$ cat src/rtl/dmem_responder.sv
// Data-memory responder: serves 128-bit wld/wst requests as four 32-bit beats
// against a synchronous SRAM, stalling the pipeline for the whole access.
module dmem_responder #(
  parameter int unsigned BEATS  = 4,
  parameter int unsigned RD_LAT = 1
) (
  input  logic         clk,
  input  logic         rst_n,
  input  logic         memEn,
  input  logic         memWrEn,
  input  logic [0:20]  maddr,
  input  logic [0:15]  wbyteen,
  input  logic [0:127] wdata,
  output logic         stall,
  output logic [0:127] rdata,
  output logic         rvalid,
  output logic         m_en,
  output logic         m_we,
  output logic [0:22]  m_addr,
  output logic [0:3]   m_be,
  output logic [0:31]  m_wdata,
  input  logic [0:31]  m_rdata
);

  typedef enum logic [2:0] {IDLE, WR, RD, RDW, DONE} state_t;

  localparam logic [1:0] LAST = 2'(BEATS - 1);

  state_t        state;
  logic [1:0]    k;
  logic          wr_q;
  logic [0:20]   addr_q;
  logic [0:15]   be_q;
  logic [0:127]  wd_q;
  logic [0:95]   stage;
  logic [2:0]    first_beat;
  logic [2:0]    next_wr;
  logic [1:0]    cap_k;

  // Lowest beat index >= from whose enable nibble is nonzero; bit 2 set = none.
  function automatic logic [2:0] next_beat(input logic [0:15] be, input int unsigned from);
    logic [2:0] r;
    r = 3'b100;
    for (int unsigned i = BEATS; i > 0; i--) begin
      if ((i - 1) >= from && be[4*(i-1) +: 4] != 4'b0000)
        r = {1'b0, 2'(i - 1)};
    end
    return r;
  endfunction

  assign first_beat = next_beat(wbyteen, 0);
  assign next_wr    = next_beat(be_q, 32'(k) + 32'd1);
  assign cap_k      = k - 2'(RD_LAT);

  assign stall = (state == IDLE && memEn) || state == WR || state == RD || state == RDW;

  always_ff @(posedge clk or negedge rst_n) begin
    if (!rst_n) begin
      state   <= IDLE;
      k       <= '0;
      wr_q    <= 1'b0;
      addr_q  <= '0;
      be_q    <= '0;
      wd_q    <= '0;
      stage   <= '0;
      rdata   <= '0;
      rvalid  <= 1'b0;
      m_en    <= 1'b0;
      m_we    <= 1'b0;
      m_addr  <= '0;
      m_be    <= '0;
      m_wdata <= '0;
    end else begin
      case (state)
        IDLE: begin
          rvalid <= 1'b0;
          if (memEn) begin
            wr_q   <= memWrEn;
            addr_q <= maddr;
            be_q   <= wbyteen;
            wd_q   <= wdata;
            if (memWrEn) begin
              if (first_beat[2]) begin
                state <= DONE;
              end else begin
                state   <= WR;
                k       <= first_beat[1:0];
                m_en    <= 1'b1;
                m_we    <= 1'b1;
                m_addr  <= {maddr, first_beat[1:0]};
                m_be    <= wbyteen[4*first_beat[1:0] +: 4];
                m_wdata <= wdata[32*first_beat[1:0] +: 32];
              end
            end else begin
              state   <= RD;
              k       <= '0;
              m_en    <= 1'b1;
              m_we    <= 1'b0;
              m_addr  <= {maddr, 2'b00};
              m_be    <= '1;
              m_wdata <= '0;
            end
          end
        end
        WR: begin
          if (next_wr[2]) begin
            state   <= DONE;
            m_en    <= 1'b0;
            m_we    <= 1'b0;
            m_addr  <= '0;
            m_be    <= '0;
            m_wdata <= '0;
          end else begin
            k       <= next_wr[1:0];
            m_addr  <= {addr_q, next_wr[1:0]};
            m_be    <= be_q[4*next_wr[1:0] +: 4];
            m_wdata <= wd_q[32*next_wr[1:0] +: 32];
          end
        end
        RD: begin
          // m_rdata in this cycle answers the read issued RD_LAT beats earlier.
          if (k >= 2'(RD_LAT))
            stage[32*cap_k +: 32] <= m_rdata;
          if (k == LAST) begin
            state  <= RDW;
            m_en   <= 1'b0;
            m_addr <= '0;
            m_be   <= '0;
          end else begin
            k      <= k + 2'd1;
            m_addr <= {addr_q, k + 2'd1};
          end
        end
        RDW: begin
          if (!wr_q) begin
            rdata  <= {stage, m_rdata};
            rvalid <= 1'b1;
          end
          state <= DONE;
        end
        DONE: begin
          rvalid <= 1'b0;
          state  <= IDLE;
        end
        default: state <= IDLE;
      endcase
    end
  end

endmodule

$ cat config.mk
export PLATFORM = sky130hd
export DESIGN_NAME = dmem_responder
export DESIGN_NICKNAME = d
export VERILOG_FILES = /design/src/rtl/dmem_responder.sv
export SDC_FILE = /design/constraint.sdc
export NUM_CORES = 1
export LEC_CHECK = 0
export ABC_AREA = 1
export CAP_MARGIN = 20
export CORE_ASPECT_RATIO = 0.6
export CORE_MARGIN = 4
export CORE_UTILIZATION = 49
export CTS_BUF_LIST = sky130_fd_sc_hd__clkbuf_4 sky130_fd_sc_hd__clkbuf_8
export CTS_CLUSTER_DIAMETER = 40
export CTS_CLUSTER_SIZE = 14
export DETAILED_ROUTE_END_ITERATION = 16
export PLACE_DENSITY = 0.79
export SYNTH_ARGS = -nofsm -noshare
export SYNTH_HDL_FRONTEND = slang
export SYNTH_SLANG_ARGS = --single-unit
$ cat constraint.sdc
create_clock -name clk -period 2.4 [get_ports clk]
set_input_delay 0.48 -clock clk [delete_from_list [all_inputs] [get_ports clk]]
set_output_delay 0.48 -clock clk [all_outputs]
set_load 0.02 [all_outputs]
==> impl_metrics.prom <==
# TYPE chip_impl_metric gauge
chip_impl_info{name="outcome",value="finished clean"} 1
chip_impl_metric{name="firstDrtPassIters",unit=""} 9
chip_impl_metric{name="synth_simple_gate_area_share",unit="%"} 24.5
chip_impl_metric{name="die_area",unit="sq um"} 46400
chip_impl_metric{name="instances_no_fill",unit=""} 3548
chip_impl_metric{name="core_area",unit="sq um"} 42100
chip_impl_metric{name="final_antenna_violating_net_count",unit=""} 0
chip_impl_info{name="cell_with_the_most_instances_after_synthesis",value="sky130_fd_sc_hd__nand2_1"} 1
chip_impl_info{name="synth_commonest_cells",value="718 x sky130_fd_sc_hd__nand2_1, 457 x sky130_fd_sc_hd__dfrtp_1, 367 x sky130_fd_sc_hd__o21ai_0"} 1
chip_impl_metric{name="track_usage",unit="%"} 28.6
chip_impl_metric{name="yosys.cell_types.count",unit=""} 30
chip_impl_metric{name="m1WireLength",unit="mm"} 28.7
chip_impl_metric{name="fin_crit",unit="ns"} 2.27
chip_impl_metric{name="tns",unit="ns"} 0
chip_impl_info{name="synth_top_family_by_area",value="simple AND/OR/NAND/NOR gates"} 1
chip_impl_info{name="timing.critical_path.from_type",value="register"} 1
chip_impl_info{name="timing.critical_path.to_type",value="register"} 1
chip_impl_metric{name="last_weighted_congestion_value_of_the_routability_driven_placer",unit=""} 0.931
chip_impl_metric{name="syn-mean-instance-area",unit="sq um"} 8.18
chip_impl_metric{name="maximum_number_of_pins_on_one_net_before_global_route_repair",unit=""} 121
chip_impl_metric{name="yosysTopAreaCellShare",unit="%"} 54.4
chip_impl_metric{name="post_route_cells_drive_above_1_share",unit="%"} 8.27
chip_impl_metric{name="synth-compound-area-share",unit="%"} 9.64
chip_impl_metric{name="fmaxAchievable",unit="MHz"} 440
chip_impl_metric{name="die_y",unit="um"} 168
chip_impl_metric{name="die_x",unit="um"} 275
chip_impl_metric{name="final.setup.worst_slack",unit="ns"} 0.126
chip_impl_metric{name="syn_area",unit="sq um"} 21000
chip_impl_metric{name="seq_area_frac_synth",unit="%"} 54.4
chip_impl_info{name="routed.top_layer",value="met5"} 1
chip_impl_metric{name="fin_worst_skew",unit="ns"} 0.0245
chip_impl_metric{name="antenna_found_initial",unit=""} 7
chip_impl_metric{name="layout.cell_area.non_filler",unit="sq um"} 27300
chip_impl_metric{name="cts_inserted_buffers",unit=""} 46
chip_impl_metric{name="timing.final.setup_violations",unit=""} 0
chip_impl_metric{name="num_io_pins",unit=""} 392
chip_impl_metric{name="synthesis.instances",unit=""} 2568
chip_impl_metric{name="drt_iter0_markers",unit=""} 2017
chip_impl_metric{name="finish.net_count",unit=""} 3150
chip_impl_metric{name="h-tree-depth",unit=""} 2
chip_impl_metric{name="starting_density_of_the_core",unit="%"} 49.9
chip_impl_metric{name="ys_async_sr_fraction",unit="%"} 100
chip_impl_metric{name="critical_path_arrival",unit="ns"} 2.75
chip_impl_metric{name="peakVddDrop",unit="mV"} 0.866
chip_impl_info{name="netlist.top_cell.by_area",value="sky130_fd_sc_hd__dfrtp_1"} 1
chip_impl_metric{name="grt_pass1_wl",unit="mm"} 106
chip_impl_metric{name="clk_transition_reported_paths",unit="ns"} 0.10
chip_impl_metric{name="numPortBuffers",unit=""} 391
chip_impl_metric{name="std_cell_rows",unit=""} 58
chip_impl_info{name="cell_types_occupying_the_most_area_after_synthesis",value="sky130_fd_sc_hd__dfrtp_1 54%, sky130_fd_sc_hd__nand2_1 13%, sky130_fd_sc_hd__o21ai_0 8.7%, sky130_fd_sc_hd__nand3_1 8.5%, sky130_fd_sc_hd__inv_1 5.7%"} 1
chip_impl_info{name="hold_class",value="input port to asynchronous set/reset pin"} 1
chip_impl_metric{name="clock_path_buffers",unit=""} 3
chip_impl_metric{name="routed_wl",unit="mm"} 67.3
chip_impl_metric{name="worst_ep_required_time",unit="ns"} 2.87
chip_impl_metric{name="vias_in_the_first_global_route",unit=""} 19100
chip_impl_metric{name="p_leak",unit="nW"} 13.2
chip_impl_metric{name="final-max-slew-violation-count",unit=""} 0
chip_impl_metric{name="largest_fanout_on_the_critical_path",unit=""} 6
chip_impl_metric{name="timing.max_cap.violations",unit=""} 0
chip_impl_metric{name="area.growth.synth_to_final",unit="%"} 30.0
chip_impl_metric{name="routed_wire_length_per_instance",unit="um"} 19.0
chip_impl_metric{name="vias",unit=""} 19500
chip_impl_metric{name="synth-seq-cells",unit=""} 457
chip_impl_metric{name="timing.final.hold_violations",unit=""} 0
chip_impl_metric{name="post-place-cells",unit=""} 3460
chip_impl_info{name="crit_path_category",value="register to register"} 1
chip_impl_metric{name="yosys.area_share.xor_xnor",unit="%"} 0
chip_impl_metric{name="synth_edf_count",unit=""} 0
chip_impl_metric{name="relative_max_transition_margin",unit="%"} 62.9
chip_impl_metric{name="met3RoutedLength",unit="mm"} 5.51
chip_impl_info{name="clk_root_buffer_cell",value="sky130_fd_sc_hd__clkbuf_8"} 1
chip_impl_metric{name="clock-sinks",unit=""} 457
chip_impl_metric{name="global_route.overflow_total",unit=""} 0
chip_impl_metric{name="dp.final_hpwl",unit="mm"} 46.0
chip_impl_metric{name="yosysWarningCount",unit=""} 0
chip_impl_metric{name="post-route-util",unit="%"} 64.9
chip_impl_metric{name="placed_cell_area",unit="sq um"} 26200
chip_impl_metric{name="power.density",unit="nW/um^2"} 1410
chip_impl_metric{name="post_place_setup_slack",unit="ns"} -0.135
chip_impl_metric{name="net_count_after_synthesis",unit=""} 2775
chip_impl_metric{name="slew_at_the_pin_closest_to_its_max_slew_limit",unit="ns"} 0.556
chip_impl_info{name="cts_tree",value="built"} 1
chip_impl_metric{name="synth_adder_area_share",unit="%"} 0.357
chip_impl_metric{name="clock_latency_at_the_later_pin_of_the_worst_skew_pair",unit="ns"} 0.61
chip_impl_metric{name="period_share",unit="%"} 94.7
chip_impl_metric{name="met2_length",unit="mm"} 30.5
chip_impl_metric{name="route.detailed.vias_per_inst",unit=""} 5.49
chip_impl_metric{name="remaining_drc_errors",unit=""} 0
chip_impl_info{name="top_reg_cell_synth",value="sky130_fd_sc_hd__dfrtp_1"} 1
chip_impl_metric{name="yosys-mux-area-fraction",unit="%"} 1.71
chip_impl_info{name="grt_setup_unrepaired",value="false"} 1
routing by layer:
metal,GRT usage (%),vias up
met1,41.2,9322
met4,11.6,4
li1,-,9008
met3,4.64,165
met5,0,-
met2,43.5,987
report_power, final:
group,internal [mW],leakage (nW),switching [mW]
Sequential,11.5,5.39,1.63
Combinational,7.73,7.27,12.3
Clock,2.65,0.526,2.88
Total,21.8,13.2,16.8
sequential cells by signal, summed over array words and instances (netlist names):
name / count
rdata: 128
wd_q: 128
stage: 96
m_wdata: 32
m_addr: 23
addr_q: 21
be_q: 16
m_be: 4
state: 3
k: 2
m_en: 1
m_we: 1
rvalid: 1
wr_q: 1
final timing paths:
check	endpoint	slack (ns)	from	cells past startpoint
setup / recovery	k[1]$_DFFE_PN0P_	0.13	k[0]$_DFFE_PN0P_	11
hold / removal	wd_q[109]$_DFFE_PN0P_	0.42	rst_n	2
setup reg to reg	k[1]$_DFFE_PN0P_	0.13	k[0]$_DFFE_PN0P_	11
hold reg to reg	rdata[77]$_DFFE_PN0P_	0.49	rdata[77]$_DFFE_PN0P_	2
max in group asynchronous	addr_q[9]$_DFFE_PN0P_	1.14	rst_n	4
min in group clk	wd_q[45]$_DFFE_PN0P_	0.47	wdata[45]	3
cell usage in the layout (no fill, tap or decap), types with 5 or more instances in the layout:
cell type,instances
sky130_fd_sc_hd__clkdlybuf4s50_1,389
sky130_fd_sc_hd__mux2_2,32
sky130_fd_sc_hd__nor2_4,6
sky130_fd_sc_hd__inv_1,317
sky130_fd_sc_hd__o21ai_0,367
sky130_fd_sc_hd__nand4_1,67
sky130_fd_sc_hd__buf_4,68
sky130_fd_sc_hd__dfrtp_1,456
sky130_fd_sc_hd__clkbuf_4,8
sky130_fd_sc_hd__nor2_1,16
sky130_fd_sc_hd__ha_1,6
sky130_fd_sc_hd__bufinv_16,5
sky130_fd_sc_hd__nand2_1,716
sky130_fd_sc_hd__o22ai_1,23
sky130_fd_sc_hd__nand2_2,5
sky130_fd_sc_hd__clkbuf_8,50
sky130_fd_sc_hd__diode_2,5
sky130_fd_sc_hd__buf_12,39
sky130_fd_sc_hd__nand3_1,356
per-stage QoR:
step	hold WS, ns	power, mW
floorplan	0.184	24.4
global placement	0.467	32.1
detailed placement	0.466	32.8
CTS	0.415	38.4
global route	0.434	41.4
finish	0.423	38.6
logic make-up after synthesis:
group	after synthesis
simple gates	1182
mux	32
flops	457
compound gates	397
buf+inv	494
fa+ha+maj	6
cell type report:
type | count | area (sq um)
clock inverter | 20 | 274
antenna | 5 | 12.5
inverter | 321 | 1200
fill | 3450 | 14800
timing repair buffer | 500 | 5240
sequential | 457 | 11400
multi-input combinational | 1617 | 7680
clock buffer | 58 | 748
tap | 570 | 713
repair_timing:
item,CTS,global route
cloned,0,1
hold buffers,1,0
pin swaps,0,1
resized for setup,1,2
buffers inserted,0,3
hold endpoints to repair,46,0
endpoints found under the setup margin,1,22
worst max-delay path, cell delays in order (launching register included):
cell,delay [ns]
sky130_fd_sc_hd__dfrtp_2,0.45
sky130_fd_sc_hd__inv_2,0.09
sky130_fd_sc_hd__ha_1,0.21
sky130_fd_sc_hd__buf_4,0.17
sky130_fd_sc_hd__nand2_1,0.17
sky130_fd_sc_hd__nand2_1,0.16
sky130_fd_sc_hd__nor2_2,0.26
sky130_fd_sc_hd__inv_1,0.08
sky130_fd_sc_hd__o21ai_0,0.28
sky130_fd_sc_hd__nor2_1,0.14
sky130_fd_sc_hd__nand2_1,0.08
sky130_fd_sc_hd__o21ai_0,0.07
(Power assumes the default switching activity.)
